**src/rtl/dec_pkg.sv**
```systemverilog
// Shared definitions for the counter controller that feeds dec_7seg_decoder.
//   BIN_W         : width of the displayed count
//   DB_CYCLES_DEF : default debounce length (10 ms at 50 MHz)
//   db_state_t    : debounce FSM state encoding
package dec_pkg;

    localparam int BIN_W         = 4;
    localparam int DB_CYCLES_DEF = 500000;

    typedef enum logic [1:0] {
        REL        = 2'd0,
        PRESS_WAIT = 2'd1,
        PRS        = 2'd2,
        REL_WAIT   = 2'd3
    } db_state_t;

endpackage

```
**src/rtl/key_debounce.sv**
```systemverilog
// Synchronizes and debounces one raw active-low pushbutton.
// Emits a single-cycle step pulse when a press has been stable for
// DB_CYCLES synchronized cycles; releases produce no pulse.
//   clk   : system clock
//   rst   : asynchronous active-high reset
//   key_n : raw button, active-low, asynchronous to clk
//   step  : registered one-cycle pulse on an accepted press
module key_debounce
    import dec_pkg::*;
#(
    parameter int DB_CYCLES = DB_CYCLES_DEF
) (
    input  logic clk,
    input  logic rst,
    input  logic key_n,
    output logic step
);

    localparam int CNT_W = $clog2(DB_CYCLES + 1);
    // Entering a wait state already accounts for the first stable sample,
    // so the transition fires when the counter has seen DB_CYCLES-1 more.
    localparam logic [CNT_W-1:0] CNT_LAST = CNT_W'(DB_CYCLES - 2);

    logic             sync_meta;
    logic             sync_out;
    db_state_t        state;
    db_state_t        state_nxt;
    logic [CNT_W-1:0] cnt;
    logic [CNT_W-1:0] cnt_nxt;
    logic             step_nxt;

    // Two-flop synchronizer on the active-high key level; 0 means released.
    always_ff @(posedge clk or posedge rst) begin
        if (rst) begin
            sync_meta <= 1'b0;
            sync_out  <= 1'b0;
        end else begin
            sync_meta <= ~key_n;
            sync_out  <= sync_meta;
        end
    end

    always_ff @(posedge clk or posedge rst) begin
        if (rst) begin
            state <= REL;
            cnt   <= '0;
            step  <= 1'b0;
        end else begin
            state <= state_nxt;
            cnt   <= cnt_nxt;
            step  <= step_nxt;
        end
    end

    always_comb begin
        state_nxt = state;
        cnt_nxt   = cnt;
        step_nxt  = 1'b0;
        case (state)
            REL: begin
                if (sync_out) begin
                    state_nxt = PRESS_WAIT;
                    cnt_nxt   = '0;
                end
            end
            PRESS_WAIT: begin
                if (!sync_out) begin
                    state_nxt = REL;
                    cnt_nxt   = '0;
                end else if (cnt == CNT_LAST) begin
                    state_nxt = PRS;
                    cnt_nxt   = '0;
                    step_nxt  = 1'b1;
                end else begin
                    cnt_nxt = cnt + CNT_W'(1);
                end
            end
            PRS: begin
                if (!sync_out) begin
                    state_nxt = REL_WAIT;
                    cnt_nxt   = '0;
                end
            end
            REL_WAIT: begin
                if (sync_out) begin
                    state_nxt = PRS;
                    cnt_nxt   = '0;
                end else if (cnt == CNT_LAST) begin
                    state_nxt = REL;
                    cnt_nxt   = '0;
                end else begin
                    cnt_nxt = cnt + CNT_W'(1);
                end
            end
            default: begin
                state_nxt = REL;
                cnt_nxt   = '0;
            end
        endcase
    end

endmodule

```
**src/rtl/dec_count_ctrl.sv**
```systemverilog
// Up/down modulo-16 counter driven by two debounced pushbuttons, with a
// synchronous parallel load. bin feeds dec_7seg_decoder.bin directly.
//   clk       : system clock
//   rst       : asynchronous active-high reset
//   key_inc_n : raw increment button, active-low
//   key_dec_n : raw decrement button, active-low
//   load      : synchronous load strobe (highest priority)
//   load_val  : value loaded when load is high
//   bin       : registered count
//   wrap      : one-cycle pulse on 15->0 (inc) or 0->15 (dec)
module dec_count_ctrl
    import dec_pkg::*;
#(
    parameter int DB_CYCLES = DB_CYCLES_DEF
) (
    input  logic             clk,
    input  logic             rst,
    input  logic             key_inc_n,
    input  logic             key_dec_n,
    input  logic             load,
    input  logic [BIN_W-1:0] load_val,
    output logic [BIN_W-1:0] bin,
    output logic             wrap
);

    localparam logic [BIN_W-1:0] BIN_MAX = '1;

    logic inc_step;
    logic dec_step;

    key_debounce #(.DB_CYCLES(DB_CYCLES)) u_inc (
        .clk   (clk),
        .rst   (rst),
        .key_n (key_inc_n),
        .step  (inc_step)
    );

    key_debounce #(.DB_CYCLES(DB_CYCLES)) u_dec (
        .clk   (clk),
        .rst   (rst),
        .key_n (key_dec_n),
        .step  (dec_step)
    );

    // Load overrides any step in the same cycle; simultaneous inc and dec
    // cancel out.
    always_ff @(posedge clk or posedge rst) begin
        if (rst) begin
            bin  <= '0;
            wrap <= 1'b0;
        end else if (load) begin
            bin  <= load_val;
            wrap <= 1'b0;
        end else if (inc_step && dec_step) begin
            wrap <= 1'b0;
        end else if (inc_step) begin
            bin  <= bin + BIN_W'(1);
            wrap <= (bin == BIN_MAX);
        end else if (dec_step) begin
            bin  <= bin - BIN_W'(1);
            wrap <= (bin == '0);
        end else begin
            wrap <= 1'b0;
        end
    end

endmodule

```
**config.mk**
```make
export PLATFORM = sky130hd
export DESIGN_NAME = dec_count_ctrl
export DESIGN_NICKNAME = d
export VERILOG_FILES = /design/src/rtl/dec_pkg.sv /design/src/rtl/key_debounce.sv /design/src/rtl/dec_count_ctrl.sv
export SDC_FILE = /design/constraint.sdc
export NUM_CORES = 1
export LEC_CHECK = 0
export CORE_ASPECT_RATIO = 1.75
export CORE_MARGIN = 2
export CORE_UTILIZATION = 55
export DETAILED_ROUTE_END_ITERATION = 8
export PLACE_DENSITY_LB_ADDON = 0.3
export SYNTH_ARGS = -nofsm -noshare
export SYNTH_HDL_FRONTEND = slang
export SYNTH_SLANG_ARGS = --single-unit
export TNS_END_PERCENT = 30
```
**constraint.sdc**
```tcl
create_clock -name clk -period 3.5 [get_ports clk]
set_input_delay 0.7 -clock clk [delete_from_list [all_inputs] [get_ports clk]]
set_output_delay 0.7 -clock clk [all_outputs]
set_load 0.005 [all_outputs]
```
==> summary.md, run 1 <==
| Metric | Value |
|---|---|
| Remaining global-route overflow | `0` |
| Synthesized area per cell | `9.197 µm²` |
| Post-Syn Instances | `314` |
| Endpoint type of the worst setup path | `flop` |
| Max rail drop VDD | `0.0003824 V` |
| Status | `complete, no violations` |
| Resized cells post-CTS | `0` |
| Number of max-cap violations | `0` |
| Starting Density | `57.53%` |
| Post-synth top area cell | `dfrtp_1` |
| Detailed Place HPWL | `4347 µm` |
| Core box area | `5020 µm²` |
| Sink Count | `53` |
| Seq cells post-synth | `53` |
| Most frequent cells in the layout | `dfrtp_1, nand2_1, o21ai_0, nand3_1, nor2_1` |
| Hold Buf Count CTS | `0` |
| Die width | `58.78 µm` |
| Critical Path Start Type | `flop` |
| RSZ-0062 raised after global routing | `false` |
| Layout Nets | `343` |
| Initial antenna violation count | `0` |
| Worst Skew | `0.01152 ns` |
| Max incr delay on CP | `0.46 ns` |
| Via count | `2392` |
| Reg clk slew, reported paths | `0.10 ns` |
| WP buf/inv | `1` |
| Wirelength, routed | `6146 µm` |
| Final hold vios | `0` |
| Synth Cell Area | `2888 µm²` |
| # DRC | `0` |
| Hold/Removal Path Class | `flop to flop` |
| Post-route cell area | `3167 µm²` |
| CTS max path bufs | `2` |
| Arr. time, crit path | `2.66 ns` |
| Post-CTS setup buffers | `0` |
| Post-synthesis sequential area ratio | `45.93%` |
| Layout cells sized above 1 | `6.422%` |
| Clock Tree Root | `clkbuf_8` |
| H-tree levels | `2` |
| Num CTS Buffers | `5` |
| Post-DRT Antenna Nets | `0` |
| Post-route clock period utilization | `70.45%` |
| Cell family with most CP delay | `simple AND/OR/NAND/NOR gates` |
| Total GRT Usage | `22.75%` |
| Slew Limit Fails | `0` |
| Max_slew headroom | `43.56%` |
| Setup TNS | `0 ns` |
| Number of port buffers | `13` |
| Synth top area share | `45.93%` |
| EDFF count, synth | `0` |
| Worst skew pair latency | `0.30 ns` |
| CTS tree | `done` |
| Cell variety after synth | `52` |
| Area Growth Syn to Fin | `9.662%` |
| Wire length of the first global-routing pass | `10520 µm` |
| WL/cell | `16.13 µm` |
| DR vias/cell | `6.278` |
| Crit-path cells | `inv_1, ha_1, or3b_2, or3_1, o21ai_4, o21ai_0, a22o_1` |
| Most common cell after layout, fill and taps aside | `dfrtp_1` |
| Power Density | `437.4 nW/µm²` |
| Ys Warns | `0` |
| CP max FO | `18` |
| Die height | `99.86 µm` |
| Placer Congestion | `0.8712` |
| ANT cells | `0` |
| Critical Path RT | `3.69 ns` |
| Static Leak | `0.001339 µW` |
| Std cell rows | `34` |
| Number of global-route vias before repair | `2340` |
| Largest net degree at the start of global routing | `54` |
| Setup violators final | `0` |
| Power, Total | `1385 µW` |
| WS Path Type | `flop to flop` |
| Synth Net Count | `330` |
| Initial DRC count | `99` |
| Final Critical Period | `2.466 ns` |
| Ports | `14` |
| Cell at the slowest stage of the critical path | `or3b_2` |
| Fmax | `0.4056 GHz` |
| Post-DP Area | `3063 µm²` |
| Fraction of registers with async set/reset | `100.0%` |
| DRT Pass-1 Iters | `4` |
| Fin util | `63.09%` |
| Worst Tran Pin Value | `0.8355 ns` |
| Die area | `5869 µm²` |
| Dominant synthesized flop cell | `dfrtp_1` |
| Top post-synthesis cells by area | `dfrtp_1, o21ai_0, nand2_1` |
==> per-stage QoR <==
| stage | instances | setup slack [ns] | hold slack, ns |
|---|---|---|---|
| finish | 381 | 1.034 | 0.3590 |
| floorplan | 314 | 1.292 | 0.3312 |
| detailed placement | 374 | 1.063 | 0.3372 |
| global placement | 374 | 1.124 | 0.3342 |
| global route | 381 | 0.9145 | 0.3750 |
| CTS | 381 | 1.039 | 0.3593 |
==> worst paths after layout <==
check	start	slack (ns)	cells after the start	endpoint
max in group asynchronous	rst	2.17	3	u_inc.cnt[10]$_DFFE_PP0P_
min in group asynchronous	rst	0.88	3	bin[1]$_DFFE_PP0P_
max	u_inc.cnt[0]$_DFFE_PP0P_	1.03	7	u_inc.cnt[9]$_DFFE_PP0P_
min	u_inc.sync_meta$_DFF_PP0_	0.36	0	u_inc.sync_out$_DFF_PP0_
min reg2reg	u_inc.sync_meta$_DFF_PP0_	0.36	0	u_inc.sync_out$_DFF_PP0_
max reg2reg	u_inc.cnt[0]$_DFFE_PP0P_	1.03	7	u_inc.cnt[9]$_DFFE_PP0P_
==> synthesized netlist by cell type (2+ instances only) <==
cell      instances
dfrtp_1          53
nand2_1          37
o21ai_0          28
nand3_1          25
nor2_1           18
inv_1            15
a21oi_1          12
a21o_1           10
nand4_1          10
nor3_1            9
clkbuf_1          8
or3_1             8
xnor2_1           8
ha_1              6
nor4_1            6
and3_1            5
nor3b_1           5
xor2_1            4
and4_1            3
mux2i_1           3
nor4b_1           3
or2_2             3
a22o_1            2
and2_1            2
nand2b_1          2
o311ai_0          2
o41ai_1           2
==> sequential cells by signal, indices dropped and copies added (netlist names), named ones only <==
register	flops
u_dec.cnt	19
u_inc.cnt	19
bin	4
u_dec.state	1
u_dec.step	1
u_dec.sync_meta	1
u_dec.sync_out	1
u_inc.state	1
u_inc.step	1
u_inc.sync_meta	1
u_inc.sync_out	1
wrap	1
==> where the power goes <==
group	internal, µW	leakage, µW	switching, µW
combinational	104	0.000570	192
sequential	644	0.000715	44.4
clock	208	0.0000540	193
total	956	0.00134	429
==> area by class of cell <==
cell class | count | area [µm²]
Timing Repair Buffer | 16 | 152.6
Inverter | 15 | 56.30
Clock buffer | 5 | 68.82
Tap cell | 54 | 67.56
Fill cell | 427 | 1853
Sequential cell | 53 | 1326
Clock inverter | 2 | 35.03
Multi-Input combinational cell | 236 | 1460
==> metal layers <==
layer  track usage [%]  wire length [µm]
met4             9.266               165
met5                 0                 0
met1             26.56              2501
met3             2.964               136
met2             40.68              3342
==> logic make-up after synthesis <==
group           synth area share [%]
buf+inv                        3.509
xor+xnor                       3.639
compound gates                 15.73
mux                            1.560
simple gates                   26.34
fa+ha+maj                      3.293
flops                          45.93
No activity file was read; power rests on OpenSTA's default activity.
==> run 2: changes to the inputs <==
CORE_UTILIZATION = 54   (was 55)
clock period = 2.1 ns   (was 3.5 ns; I/O delays follow)
==> summary.md, run 2 (same netlist as run 1, synthesis figures left out) <==
| Metric | Value |
|---|---|
| Status | `complete, no violations` |
| Critical Path RT | `2.31 ns (-1.38 ns)` |
| Area Growth Syn to Fin | `18.28%` |
| CP max FO | `12 (-6)` |
| Placer Congestion | `0.9621 (+10%)` |
| Starting Density | `55.41% (-2.1 points)` |
| Std cell rows | `35 (+2.9%)` |
| Wirelength, routed | `6438 µm (+4.8%)` |
| Hold Buf Count CTS | `0 (unchanged)` |
| Die width | `59.28 µm (+0.86%)` |
| Hold/Removal Path Class | `flop to flop` |
| Max incr delay on CP | `0.52 ns (+0.06 ns)` |
| Ports | `14 (unchanged)` |
| Initial antenna violation count | `0 (unchanged)` |
| Static Leak | `0.001485 µW (+11%)` |
| Largest regs | `u_dec.cnt: 19 flops, u_inc.cnt: 19 flops, bin: 4 flops` |
| Num CTS Buffers | `5 (unchanged)` |
| WL/cell | `15.74 µm (-2.4%)` |
| Most frequent cells in the layout | `dfrtp_1, nand2_1, o21ai_0, buf_4, nand3_1` |
| Core box area | `5211 µm² (+3.8%)` |
| Setup ws final | `0.002634 ns (-1.032 ns)` |
| Number of port buffers | `13 (unchanged)` |
| Pre-CTS WS | `-0.003044 ns (-1.066 ns)` |
| Endpoint type of the worst setup path | `flop` |
| Clk network pwr share | `29.6% (+0.7 points)` |
| Total GRT Usage | `23.58% (+0.83 points)` |
| Post-route cell area | `3416 µm² (+7.9%)` |
| Wire length of the first global-routing pass | `10850 µm (+3.1%)` |
| Worst Tran Pin Value | `0.5459 ns (-0.2896 ns)` |
| Seq pwr share | `46.7% (-3.0 points)` |
| Reg clk slew, reported paths | `0.10 ns (about the same)` |
| Part of the power in combinational logic | `23.7% (+2.4 points)` |
| Slew Limit Fails | `0 (unchanged)` |
| DRT Pass-1 Iters | `5 (+1)` |
| Max_slew headroom | `63.09% (+20 points)` |
| Layout cells sized above 1 | `14.69% (+8.3 points)` |
| Number of max-cap violations | `0 (unchanged)` |
| Fmax | `0.4768 GHz (+18%)` |
| Clock Tree Root | `clkbuf_8` |
| WS Path Type | `flop to flop` |
| Worst skew pair latency | `0.31 ns (about the same)` |
| Post-route clock period utilization | `99.87% (+29 points)` |
| Final Critical Period | `2.097 ns (-0.3683 ns)` |
| Sw Pwr | `749.4 µW (+75%)` |
| Detailed Place HPWL | `4822 µm (+11%)` |
| H-tree levels | `2 (unchanged)` |
| Switching share of power | `30.47% (-0.49 points)` |
| ANT cells | `0 (unchanged)` |
| CTS tree | `done` |
| # DRC | `0 (unchanged)` |
| Initial DRC count | `176 (+78%)` |
| Number of global-route vias before repair | `2349 (+0.38%)` |
| Via count | `2486 (+3.9%)` |
| Cell at the slowest stage of the critical path | `or4b_1` |
| Fin util | `65.55% (+2.5 points)` |
| Die area | `5972 µm² (+1.8%)` |
| Arr. time, crit path | `2.31 ns (-0.35 ns)` |
| Critical Path Start Type | `flop` |
| Final hold vios | `0 (unchanged)` |
| DR vias/cell | `6.078 (-3.2%)` |
| Post-DP Area | `3279 µm² (+7.1%)` |
| CTS max path bufs | `2 (unchanged)` |
| Power Density | `720.0 nW/µm² (+65%)` |
| P_int | `1710 µW (+79%)` |
| RSZ-0062 raised after global routing | `true` |
| Layout Nets | `369 (+7.6%)` |
| Die height | `100.7 µm (+0.89%)` |
| Sink Count | `53 (unchanged)` |
| Setup violators final | `0 (unchanged)` |
| Worst Skew | `0.009580 ns (-0.001936 ns)` |
| Crit-path cells | `or4b_1, or4_4, o21ai_4, buf_12, buf_6, o31ai_2, a21o_1` |
| Post-DRT Antenna Nets | `0 (unchanged)` |
| Max rail drop VDD | `0.0006101 V (+60%)` |
| Remaining global-route overflow | `0 (unchanged)` |
| Largest net degree at the start of global routing | `21 (-61%)` |
| Most common cell after layout, fill and taps aside | `dfrtp_1` |
run 2: timing repair:
action | CTS | global route
gates resized for setup | 2 | 4
buffers inserted | 0 | 0
setup endpoints to repair | 2 | 15
run 2: cell type report:
| class | instances | area [µm²] |
|---|---|---|
| Multi-Input combinational cell | 236 | 1476 |
| Sequential cell | 53 | 1326 |
| Tap cell | 55 | 68.82 |
| Fill cell | 435 | 1795 |
| Inverter | 15 | 56.30 |
| Clock inverter | 2 | 37.54 |
| Clock buffer | 6 | 82.58 |
| Timing Repair Buffer | 42 | 367.9 |
run 2: worst paths after layout:
path                            cells after the start                      start  slack (ns)                   endpoint
worst max-delay path                                7   u_inc.cnt[7]$_DFFE_PP0P_       0.003   u_inc.cnt[5]$_DFFE_PP0P_
worst min-delay path                                0  u_inc.sync_meta$_DFF_PP0_        0.35   u_inc.sync_out$_DFF_PP0_
worst max register to register                      7   u_inc.cnt[7]$_DFFE_PP0P_       0.003   u_inc.cnt[5]$_DFFE_PP0P_
worst min register to register                      0  u_inc.sync_meta$_DFF_PP0_        0.35   u_inc.sync_out$_DFF_PP0_
max in group asynchronous                           3                        rst        1.15   u_dec.cnt[3]$_DFFE_PP0P_
min in group asynchronous                           2                        rst        0.42  u_inc.cnt[10]$_DFFE_PP0P_
run 2: metrics by stage:
step	hold WS, ns	std cells	TNS [ns]	total power [µW]
finish	0.3537	409	0	2459
global route	0.3723	409	-0.3348	2597
CTS	0.3589	409	-0.001162	2476
detailed placement	0.3364	401	-0.003044	1751
global placement	0.3342	401	0	1738
floorplan	0.3312	314	0	1498
run 2: power by group through the flow:
| stage | Sequential [µW] | Clock [µW] | Combinational (µW) |
|---|---|---|---|
| final | 1150 | 727 | 582 |
| after global routing | 1160 | 780 | 657 |
| after CTS | 1150 | 742 | 584 |
| after detailed placement | 1170 | 0 | 580 |
| after global placement | 1170 | 0 | 572 |
| after floorplan | 1150 | 0 | 347 |
run 2: worst max-delay path: cells and delay by family, from the launching register on:
family / cells / cell delay, ns
AOI/OAI and AO/OA: 3 / 0.38
DFF: 1 / 0.39
and+or+nand+nor: 2 / 0.99
buffers and inverters: 2 / 0.25
run 2: layer usage:
layer	wire length, µm	track usage, %	up-vias
met3	146	2.953	15
met5	0	0	-
met2	3569	42.35	51
met1	2531	27.36	1203
li1	-	-	1217
met4	190	9.266	0
==> run 3: changes to the inputs <==
--- a/constraint.sdc
+++ b/constraint.sdc
@@ -3,2 +3,2 @@
 set_output_delay 0.42 -clock clk [all_outputs]
-set_load 0.005 [all_outputs]
+set_load 0.1 [all_outputs]
==> summary.md, run 3 (same netlist as run 1, synthesis figures left out) <==
| Metric | Value |
|---|---|
| Arr. time, crit path | `2.34 ns (+0.03 ns)` |
| Die height | `100.7 µm (unchanged)` |
| Remaining global-route overflow | `0 (unchanged)` |
| P_int | `1782 µW (+4.2%)` |
| Max rail drop VDD | `0.0008829 V (+45%)` |
| Ports | `14 (unchanged)` |
| Cells on Worst Hold Path | `0 (unchanged)` |
| Worst Skew | `0.007813 ns (-0.001767 ns)` |
| CP max FO | `4 (-8)` |
| Critical Path RT | `2.30 ns (about the same)` |
| DRT Pass-1 Iters | `4 (-1)` |
| WS Path Type | `flop to flop` |
| Power Density | `749.9 nW/µm² (+4.1%)` |
| Post-DP Area | `3268 µm² (-0.34%)` |
| Area Growth Syn to Fin | `19.54%` |
| Switching share of power | `31.15% (+0.68 points)` |
| Most common cell after layout, fill and taps aside | `dfrtp_1` |
| Std cell rows | `35 (unchanged)` |
| Status | `finished, violations left` |
| Placer Congestion | `0.9325 (-3.1%)` |
| Max_slew headroom | `66.55% (+3.5 points)` |
| Initial antenna violation count | `0 (unchanged)` |
| Hold/Removal Path Class | `flop to flop` |
| Reg area | `1328 µm² (about the same)` |
| Final Critical Period | `2.133 ns (+0.03562 ns)` |
| Clk network pwr share | `31.4% (+1.8 points)` |
| Layout Nets | `371 (+0.54%)` |
| Post-route cell area | `3452 µm² (+1.1%)` |
| Fillers | `447 (+2.8%)` |
| Die area | `5972 µm² (unchanged)` |
| Largest net degree at the start of global routing | `24 (+14%)` |
| Fin util | `66.24% (+0.70 points)` |
| Via count | `2510 (+0.97%)` |
| Worst Hold Slack | `0.3491 ns (-0.004553 ns)` |
| WL/cell | `16.10 µm (+2.3%)` |
| Fmax | `0.4688 GHz (-1.7%)` |
| CTS max path bufs | `2 (unchanged)` |
| R2r worst-path depth | `5 (-2)` |
| # DRC | `0 (unchanged)` |
| Die width | `59.28 µm (unchanged)` |
| Largest regs | `u_dec.cnt: 19 flops, u_inc.cnt: 19 flops, bin: 4 flops` |
| ANT cells | `0 (unchanged)` |
| Part of the power in combinational logic | `24.2% (+0.5 points)` |
| Most frequent cells in the layout | `dfrtp_1, nand2_1, buf_4, nand3_1, o21ai_0` |
| Static Leak | `0.001530 µW (+3.0%)` |
| Total GRT Usage | `23.83% (+0.25 points)` |
| Hold Buf Count CTS | `0 (unchanged)` |
| Setup ws final | `-0.03299 ns (-0.03562 ns)` |
| Setup violators final | `1 (+1)` |
| Worst skew pair latency | `0.31 ns (about the same)` |
| Core box area | `5211 µm² (unchanged)` |
| Wirelength, routed | `6618 µm (+2.8%)` |
| Power, Total | `2589 µW (+5.3%)` |
| Number of max-cap violations | `0 (unchanged)` |
| Slew Limit Fails | `0 (unchanged)` |
| Detailed Place HPWL | `4886 µm (+1.3%)` |
| Initial DRC count | `114 (-35%)` |
| Sink Count | `53 (unchanged)` |
| Number of global-route vias before repair | `2373 (+1.0%)` |
| Num CTS Buffers | `5 (unchanged)` |
| Multi-input gate area | `1503 µm² (+1.8%)` |
| Sw Pwr | `806.5 µW (+7.6%)` |
| Worst Tran Pin Value | `0.4948 ns (-0.05109 ns)` |
| Failing checks | `negative setup slack` |
| Endpoint type of the worst setup path | `flop` |
| DR vias/cell | `6.107 (+0.47%)` |
| Layout cells sized above 1 | `17.42% (+2.7 points)` |
| CTS tree | `done` |
| Number of port buffers | `13 (unchanged)` |
| Reg clk slew, reported paths | `0.10 ns (about the same)` |
| Setup TNS | `-0.03299 ns (-0.03299 ns)` |
| Post-DRT Antenna Nets | `0 (unchanged)` |
| RSZ-0062 raised after global routing | `true` |
| Wire length of the first global-routing pass | `10870 µm (+0.13%)` |
| Seq pwr share | `44.4% (-2.3 points)` |
| Critical Path Start Type | `flop` |
| Starting Density | `55.41% (unchanged)` |
| Clock Tree Root | `clkbuf_8` |
| Final hold vios | `0 (unchanged)` |
| H-tree levels | `2 (unchanged)` |
| Post-route clock period utilization | `101.6% (+1.7 points)` |
==> run 3: cell count changes in the layout (fill, tap and decap cells not counted), moves of 2 or more <==
cell / previous run / this run
buf_4: 26 / 32
clkdlybuf4s50_1: 13 / 8
o21ai_0: 27 / 25
o21ai_2: 0 / 2
==> run 3: timing repair <==
item | 4_1_cts | 5_1_grt
cloned | 1 | 0
endpoints found under the setup margin | 7 | 17
buffers inserted | 0 | 1
pin swaps | 2 | 4
gates resized for setup | 3 | 8
==> run 3: power groups by stage <==
stage	sequential [µW]	combinational (µW)	clock, µW
floorplan	1200	347	0
global placement	1160	603	0
detailed placement	1170	614	0
CTS	1150	622	831
global route	1160	694	868
finish	1150	626	814
==> run 3: final timing paths <==
kind / startpoint / to / slack [ns]
max: u_inc.cnt[7]$_DFFE_PP0P_ / flop / -0.03
min: u_inc.sync_meta$_DFF_PP0_ / u_inc.sync_out$_DFF_PP0_ / 0.35
max reg2reg: u_inc.cnt[7]$_DFFE_PP0P_ / flop / -0.03
min reg2reg: u_inc.sync_meta$_DFF_PP0_ / u_inc.sync_out$_DFF_PP0_ / 0.35
max in group asynchronous: rst / u_dec.cnt[3]$_DFFE_PP0P_ / 1.15
min in group asynchronous: rst / u_inc.sync_out$_DFF_PP0_ / 0.42
==> run 3: per-stage QoR <==
stage | setup WS (ns) | std cells
floorplan | 0.03428 | 314
global placement | 0.008545 | 401
detailed placement | -0.03000 | 401
CTS | -0.01467 | 410
global route | -0.07619 | 411
finish | -0.03299 | 411
==> run 3: layer usage <==
layer  wire, µm  global-route usage (%)  share of wire, %
met1       2510                   26.18                38
met2       3783                   43.79                57
met3        189                   2.953               2.9
met4        135                   10.49               2.0
met5          0                       0                 0
==> run 3: final cells by class <==
| cell class | count | area share (%) |
|---|---|---|
| multi-input cells | 237 | 43.53 |
| flip-flops and latches | 53 | 38.46 |
| clock buffers | 5 | 1.993 |
| inverters | 15 | 1.631 |
| well taps | 55 | 1.993 |
| repair buffers | 43 | 10.51 |
| clock inverters | 3 | 1.885 |
==> run 3: critical path, stage by stage (launching register included) <==
cell	delay (ns)
dfrtp_1	0.40
or4b_1	0.52
or4_4	0.49
nor4_4	0.20
nand2_2	0.12
mux2_4	0.30
